--- config.mk ---
export PLATFORM = sky130hd
export DESIGN_NAME = pci_bus_resolver
export DESIGN_NICKNAME = d
export VERILOG_FILES = /design/src/rtl/pci_bus_resolver.sv
export SDC_FILE = /design/constraint.sdc
export NUM_CORES = 1
export LEC_CHECK = 0
export ABC_CLOCK_PERIOD_IN_PS = 2700
export BUFFER_PORTS_ARGS = -buffer_cell sky130_fd_sc_hd__buf_2
export CAP_MARGIN = 0
export CORE_AREA = 2 2 105 128
export DETAILED_ROUTE_END_ITERATION = 12
export DIE_AREA = 0 0 107 130
export MAX_ROUTING_LAYER = met4
export PLACE_DENSITY = 0.79
export RECOVER_POWER = 25
export SKIP_CTS_REPAIR_TIMING = 1
export SLEW_MARGIN = 20
export SYNTH_ARGS = -nofsm -noshare
export SYNTH_HDL_FRONTEND = slang
export SYNTH_SLANG_ARGS = --single-unit
--- constraint.sdc ---
create_clock -name clk -period 2.7 [get_ports clk]
set_input_delay 0.135 -clock clk [delete_from_list [all_inputs] [get_ports clk]]
set_output_delay 0.135 -clock clk [all_outputs]
set_load 0.05 [all_outputs]
--- src/rtl/pci_bus_resolver.sv ---
// Stand-in for tristate PCI nets: resolves per-agent drives into one bus, models pullups and
// keepers, and flags contention, s/t/s, turnaround and parity violations.
module pci_bus_resolver #(
  parameter int unsigned NUM_AGENTS = 2,
  parameter int unsigned AD_WIDTH   = 32,
  parameter int unsigned CNT_WIDTH  = 16
) (
  input  logic                           clk,
  input  logic                           rst,
  input  logic [NUM_AGENTS*AD_WIDTH-1:0] ad_o,
  input  logic [NUM_AGENTS-1:0]          ad_oe,
  input  logic [NUM_AGENTS*AD_WIDTH/8-1:0] cbe_o,
  input  logic [NUM_AGENTS-1:0]          cbe_oe,
  input  logic [NUM_AGENTS-1:0]          par_o,
  input  logic [NUM_AGENTS-1:0]          par_oe,
  input  logic [NUM_AGENTS*6-1:0]        ctl_o,
  input  logic [NUM_AGENTS*6-1:0]        ctl_oe,
  input  logic                           clr_err,
  output logic [AD_WIDTH-1:0]            ad_bus,
  output logic [AD_WIDTH/8-1:0]          cbe_bus,
  output logic                           par_bus,
  output logic [5:0]                     ctl_bus,
  output logic                           ad_float,
  output logic [3:0]                     contention_err,
  output logic [5:0]                     sts_err,
  output logic                           turnaround_err,
  output logic                           parity_err,
  output logic [CNT_WIDTH-1:0]           contention_count
);

  localparam int unsigned CbeW = AD_WIDTH / 8;
  localparam int unsigned IdxW = (NUM_AGENTS > 2) ? $clog2(NUM_AGENTS) : 1;

  // True when two or more bits of the enable vector are set.
  function automatic logic multi_drv(input logic [NUM_AGENTS-1:0] oe);
    return |(oe & (oe - {{(NUM_AGENTS-1){1'b0}}, 1'b1}));
  endfunction

  logic [AD_WIDTH-1:0]   ad_and, ad_keep_q;
  logic [CbeW-1:0]       cbe_and, cbe_keep_q;
  logic                  par_and, par_keep_q;
  logic [5:0]            ctl_and, ctl_multi, sts_new;
  logic [NUM_AGENTS-1:0] ctl_oe_t [6];
  logic [IdxW-1:0]       ad_idx, owner_q;
  logic                  owner_vld_q, exp_par_q, exp_vld_q;
  logic                  ad_one, ad_multi, cbe_one, cbe_multi, par_one, par_multi;
  logic                  ta_new, par_new, any_cont;
  logic [3:0]            cont_new, cont_q;
  logic [5:0]            sts_q;
  logic                  ta_q, perr_q;
  logic [CNT_WIDTH-1:0]  cnt_q;
  logic [NUM_AGENTS*6-1:0] prev_oe_q, prev_o_q, sts_viol;

  // AND of enabled drivers; with no drivers the all-ones start value doubles as the pullup.
  always_comb begin
    ad_and  = '1;
    cbe_and = '1;
    par_and = 1'b1;
    ctl_and = '1;
    ad_idx  = '0;
    sts_new = '0;
    for (int b = 0; b < 6; b++) ctl_oe_t[b] = '0;
    for (int i = 0; i < int'(NUM_AGENTS); i++) begin
      if (ad_oe[i]) begin
        ad_and &= ad_o[i*AD_WIDTH +: AD_WIDTH];
        ad_idx  = IdxW'(i);
      end
      if (cbe_oe[i]) cbe_and &= cbe_o[i*CbeW +: CbeW];
      if (par_oe[i]) par_and &= par_o[i];
      for (int b = 0; b < 6; b++) begin
        ctl_oe_t[b][i] = ctl_oe[i*6+b];
        if (ctl_oe[i*6+b]) ctl_and[b] &= ctl_o[i*6+b];
        sts_new[b] |= sts_viol[i*6+b];
      end
    end
    for (int b = 0; b < 6; b++) ctl_multi[b] = multi_drv(ctl_oe_t[b]);
  end

  assign ad_multi  = multi_drv(ad_oe);
  assign cbe_multi = multi_drv(cbe_oe);
  assign par_multi = multi_drv(par_oe);
  assign ad_one    = (|ad_oe) & ~ad_multi;
  assign cbe_one   = (|cbe_oe) & ~cbe_multi;
  assign par_one   = (|par_oe) & ~par_multi;

  assign ad_bus   = (|ad_oe) ? ad_and : ad_keep_q;
  assign cbe_bus  = (|cbe_oe) ? cbe_and : cbe_keep_q;
  assign par_bus  = (|par_oe) ? par_and : par_keep_q;
  assign ctl_bus  = ctl_and;
  assign ad_float = ~|ad_oe;

  // Released while last driven low, without the one-cycle drive-high.
  assign sts_viol = prev_oe_q & ~prev_o_q & ~ctl_oe;
  assign cont_new = {|ctl_multi, par_multi, cbe_multi, ad_multi};
  assign any_cont = |cont_new;
  assign ta_new   = owner_vld_q & ad_one & (ad_idx != owner_q);
  assign par_new  = exp_vld_q & par_one & (par_bus != exp_par_q);

  always_ff @(posedge clk) begin
    if (rst) begin
      ad_keep_q   <= '0;
      cbe_keep_q  <= '0;
      par_keep_q  <= 1'b0;
      prev_oe_q   <= '0;
      prev_o_q    <= '0;
      owner_q     <= '0;
      owner_vld_q <= 1'b0;
      exp_par_q   <= 1'b0;
      exp_vld_q   <= 1'b0;
      cont_q      <= '0;
      sts_q       <= '0;
      ta_q        <= 1'b0;
      perr_q      <= 1'b0;
      cnt_q       <= '0;
    end else begin
      if (ad_one) ad_keep_q <= ad_bus;
      if (cbe_one) cbe_keep_q <= cbe_bus;
      if (par_one) par_keep_q <= par_bus;
      prev_oe_q <= ctl_oe;
      prev_o_q  <= ctl_o;
      if (ad_one) begin
        owner_q     <= ad_idx;
        owner_vld_q <= 1'b1;
      end else if (!(|ad_oe)) begin
        owner_vld_q <= 1'b0;
      end
      if (ad_one) exp_par_q <= ^{ad_bus[31:0], cbe_bus[3:0]};
      exp_vld_q <= ad_one;
      if (clr_err) begin
        cont_q <= '0;
        sts_q  <= '0;
        ta_q   <= 1'b0;
        perr_q <= 1'b0;
        cnt_q  <= '0;
      end else begin
        cont_q <= cont_q | cont_new;
        sts_q  <= sts_q | sts_new;
        ta_q   <= ta_q | ta_new;
        perr_q <= perr_q | par_new;
        if (any_cont && !(&cnt_q)) cnt_q <= cnt_q + CNT_WIDTH'(1);
      end
    end
  end

  assign contention_err   = cont_q;
  assign sts_err          = sts_q;
  assign turnaround_err   = ta_q;
  assign parity_err       = perr_q;
  assign contention_count = cnt_q;

endmodule

==> run summary <==
The total standard cell area after synthesis came out at 4985 µm². STA classifies the critical path startpoint as a primary input. Once detailed placement completed, the half-perimeter wirelength came to 9.049 mm. In this run the tool buffered the top-level ports with 178 buffer cells. The floorplan die width is 107 µm. The number of vias after detailed routing is 4265.

The number of buffers created by CTS is 9. The area share of fa/ha/maj cells after synthesis is 0.02008. The distinct cell type count after synthesis is 36. The fraction of synthesized cell area taken by the top area cell type came out at 0.3735.

Tracing the worst setup path back leads to its startpoint at ad_oe[1]. The number of max-capacitance violations reported is 1. In the final layout, the share of cells above drive strength 1 is 0.3398. The CTS H-tree depth is 3. The most numerous cell on the critical path is sky130_fd_sc_hd__xnor2_1. Walking the worst path, the cells encountered are buf_2, inv_4, ha_4, buf_12, nand2_1, o31ai_4, xor2_1, xnor2_1, xnor2_1, xnor3_1, xnor2_1, a211oi_2. Ranked by instance count, the synthesized netlist is headed by sky130_fd_sc_hd__nor2_1, sky130_fd_sc_hd__dfxtp_1, sky130_fd_sc_hd__nor2b_1, sky130_fd_sc_hd__nand2_1, sky130_fd_sc_hd__mux2i_1. At the end of the flow the core is filled with cells to 0.5014. The number of global-route vias before repair came out at 4084. The number of antenna violations at the first check in global routing came out at 0. The period utilization is 0.7894. The largest incremental delay on the critical path came out at 0.35 ns. In this run the critical register-to-register path is launched from contention_count[7]$_SDFFE_PP0P_. The count of boundary I/O pins is 179. The initial core utilization is 0.3884. Data on the critical path arrives at its endpoint at 2.29 ns. The count of placed standard cells including taps came out at 870. The total grt overflow came out at 0. The worst setup path is captured at a flip-flop.

The relative max-transition margin came out at -0.09976. Fill cells in the final layout number 1187. The count of final max-slew check failures is 29. The area growth from synthesis to final layout is 29.09%.

The clock-pin slew of the registers on the worst-case setup and hold paths came out at 0.07 ns. The final critical delay including setup and external delays is 2.131 ns. TritonCTS built the clock tree. The placeable core region is 12830 µm².

The synthesized design contains 0 enable-type register cells. The number of placement rows is 46. The post-synthesis mux area share is 0.08032.

The required time reported for the critical path endpoint came out at 2.86 ns. Entering global routing, the biggest net connects 66 pins. Across every metal layer, demand over resource in global routing totals 0.1793. The cell family contributing the most delay on the critical path is XOR/XNOR gates. The pre-antenna-repair detailed-routing pass consisted of 4 iterations. The share of the synthesized netlist area taken by xor and xnor gates came out at 0.08986. The non-filler instance count after layout came out at 886. The worst hold path begins at ctl_o[1]. The leakage power total came out at 2.848 nW. The complex-gate fraction of the synthesized area is 0.1584. The final reports fail on capacitance limit, slew limit. The detailed-route DRC error count came out at 0. The footprint of the multi-input gates is 3025 µm².

The number of nets with antenna violations after routing came out at 0. The largest clock skew in the final design came out at 0.005674 ns. The run finished, with violations left. The worst setup path category is in -> reg. After detailed routing, the average wire length per cell comes to 13.32 µm.

Of all flip-flops after synthesis, the portion carrying an async set or reset was 0. The wire length of the first global-routing pass is 19.39 mm. By area the synthesized netlist is led by sky130_fd_sc_hd__dfxtp_1, sky130_fd_sc_hd__nor2b_1, sky130_fd_sc_hd__mux2i_1. The clock latency at the later pin of the worst-skew pair came out at 0.34 ns. The die height is 130 µm. The flop and latch count out of synthesis came out at 93.

Each instance of the synthesized netlist takes up on average 9.146 µm². The full die area came out at 13910 µm². Setup violations remaining at the end of the flow were counted as 0. The sequential cell area fraction in the yosys report is 0.3735. The buffer type at the clock tree root is sky130_fd_sc_hd__clkbuf_16.

The total number of yosys warnings is 0. The final count of hold timing violations is 0. Power spread over the standard cell area amounts to 618.7 nW/µm². The timing-limited maximum frequency came out at 469.2 MHz. The min-delay analysis places its worst path in the category in -> reg. Summing all flip-flop and latch instances after layout gives 1862 µm².

By area, the combinational part of the netlist is dominated by simple AND/OR/NAND/NOR gates. CTS saw 93 sinks. The number of vias per cell after detailed routing is 4.814.

The number of antenna diodes in the final layout is 0. The largest area contributor in the netlist is sky130_fd_sc_hd__dfxtp_1. The most used standard cell by instance count after synthesis is sky130_fd_sc_hd__nor2_1. The number of nets handed over by synthesis was 660. The slowest stage of the critical path belongs to the cell sky130_fd_sc_hd__xnor3_1. The total wirelength of the detailed-routed design is 11.80 mm. The buffering stage count on the worst path with inverters included is 3. Setup repair after global routing left no endpoint under its margin. Among all flip-flop cells after synthesis, the most frequent one is sky130_fd_sc_hd__dfxtp_1. The final weighted congestion in routability-driven placement came out at 0.8018. The maximum ir drop on the vdd rail is 0.3356 mV. The transition time at the pin with the least slew margin came out at 1.650 ns.

Of the total synthesized cell area, the portion taken by AND, OR, NAND and NOR gates is 0.2284. For this block, the initial DRC count from the detailed router was 164. The post-layout net count is 828. Along the worst path, the maximum fanout reaches 34. The maximum buffer depth of the clock tree is 2. The gate count after technology mapping is 545.
layer usage:
metal | vias to the layer above | wire, µm | global-route usage
li1 | 2150 | - | -
met1 | 1971 | 4973 | 0.2074
met2 | 130 | 6083 | 0.3177
met3 | 14 | 583 | 0.03347
met4 | 0 | 159 | 0.05042
met5 | - | 0 | -
final cells by class:
class / count / share of cell area
Clock buffer: 9 / 0.03500
Clock inverter: 7 / 0.009916
Inverter: 20 / 0.01283
Multi-Input combinational cell: 403 / 0.4702
Sequential cell: 93 / 0.2893
Tap cell: 168 / 0.03267
Timing Repair Buffer: 186 / 0.1501
logic make-up (layout without fill, tap and decap cells):
family                   Yosys count  after routing
flip-flops                        93             93
XOR/XNOR                          47             47
buffers and inverters             49            222
AO/OA/AOI/OAI                     70             70
adder cells (fa/ha/maj)            8              8
AND/OR/NAND/NOR                  238            238
multiplexers                      40             40
through the flow:
stage	area (µm²)	setup slack [ns]	TNS, ns	power, mW	hold slack [ns]
2_1_floorplan	5194	-0.06368	-0.06368	2.529	0.2599
3_3_place_gp	6156	0.2729	0	2.784	0.3526
3_5_place_dp	6156	0.2038	0	2.805	0.3542
4_1_cts	6445	0.5676	0	4.043	-0.003887
5_1_grt	6435	0.3639	0	4.189	0.003070
6_report	6435	0.5686	0	3.981	0.008196
report_power, final:
| part | leakage, nW | internal (mW) | switching, mW |
|---|---|---|---|
| Combinational | 1.94 | 0.527 | 0.729 |
| Clock | 0.143 | 0.648 | 0.580 |
| Sequential | 0.765 | 1.46 | 0.0405 |
| Total | 2.85 | 2.63 | 1.35 |
tightest hold or removal path, stage by stage:
cell	delay, ns
sky130_fd_sc_hd__buf_2	0.07
sky130_fd_sc_hd__inv_1	0.04
sky130_fd_sc_hd__nor2_1	0.07
registers in the layout, summed over array words and instances (netlist names), 4 cells and up:
signal and cells:
ad_keep_q 32, contention_count 16, prev_o_q 12, prev_oe_q 12, sts_err 6, cbe_keep_q 4
contention_err 4
worst paths after layout:
path / to / slack [ns] / cells after the start
setup / recovery: exp_par_q$_SDFFE_PP0P_ / 0.57 / 12
hold / removal: prev_o_q[1]$_SDFF_PP0_ / 0.008 / 3
setup reg to reg: contention_count[15]$_SDFFE_PP0P_ / 0.60 / 9
hold reg to reg: parity_err$_SDFF_PP0_ / 0.48 / 2
placed cells by master (no fill, tap or decap), types with 2 or more instances in the layout:
master / instances
sky130_fd_sc_hd__o31ai_4: 28
sky130_fd_sc_hd__nor2b_1: 76
sky130_fd_sc_hd__a31oi_1: 2
sky130_fd_sc_hd__nand3_1: 9
sky130_fd_sc_hd__clkbuf_1: 6
sky130_fd_sc_hd__buf_4: 5
sky130_fd_sc_hd__o21ai_0: 5
sky130_fd_sc_hd__nor2_1: 95
sky130_fd_sc_hd__ha_1: 7
sky130_fd_sc_hd__nand2_1: 44
sky130_fd_sc_hd__dfxtp_1: 93
sky130_fd_sc_hd__buf_2: 172
sky130_fd_sc_hd__and3_1: 2
sky130_fd_sc_hd__mux2i_1: 40
sky130_fd_sc_hd__o22ai_1: 5
sky130_fd_sc_hd__xor2_1: 12
sky130_fd_sc_hd__xnor2_2: 4
sky130_fd_sc_hd__buf_12: 2
sky130_fd_sc_hd__a21oi_1: 5
sky130_fd_sc_hd__o31ai_2: 5
sky130_fd_sc_hd__nor3_1: 2
sky130_fd_sc_hd__inv_6: 5
sky130_fd_sc_hd__clkinv_4: 2
sky130_fd_sc_hd__clkbuf_16: 9
sky130_fd_sc_hd__a22oi_1: 9
sky130_fd_sc_hd__o21ai_2: 4
sky130_fd_sc_hd__a221oi_1: 5
sky130_fd_sc_hd__inv_1: 18
sky130_fd_sc_hd__xnor2_1: 30
sky130_fd_sc_hd__or3_1: 3
Power figures use the tool's default switching activity.
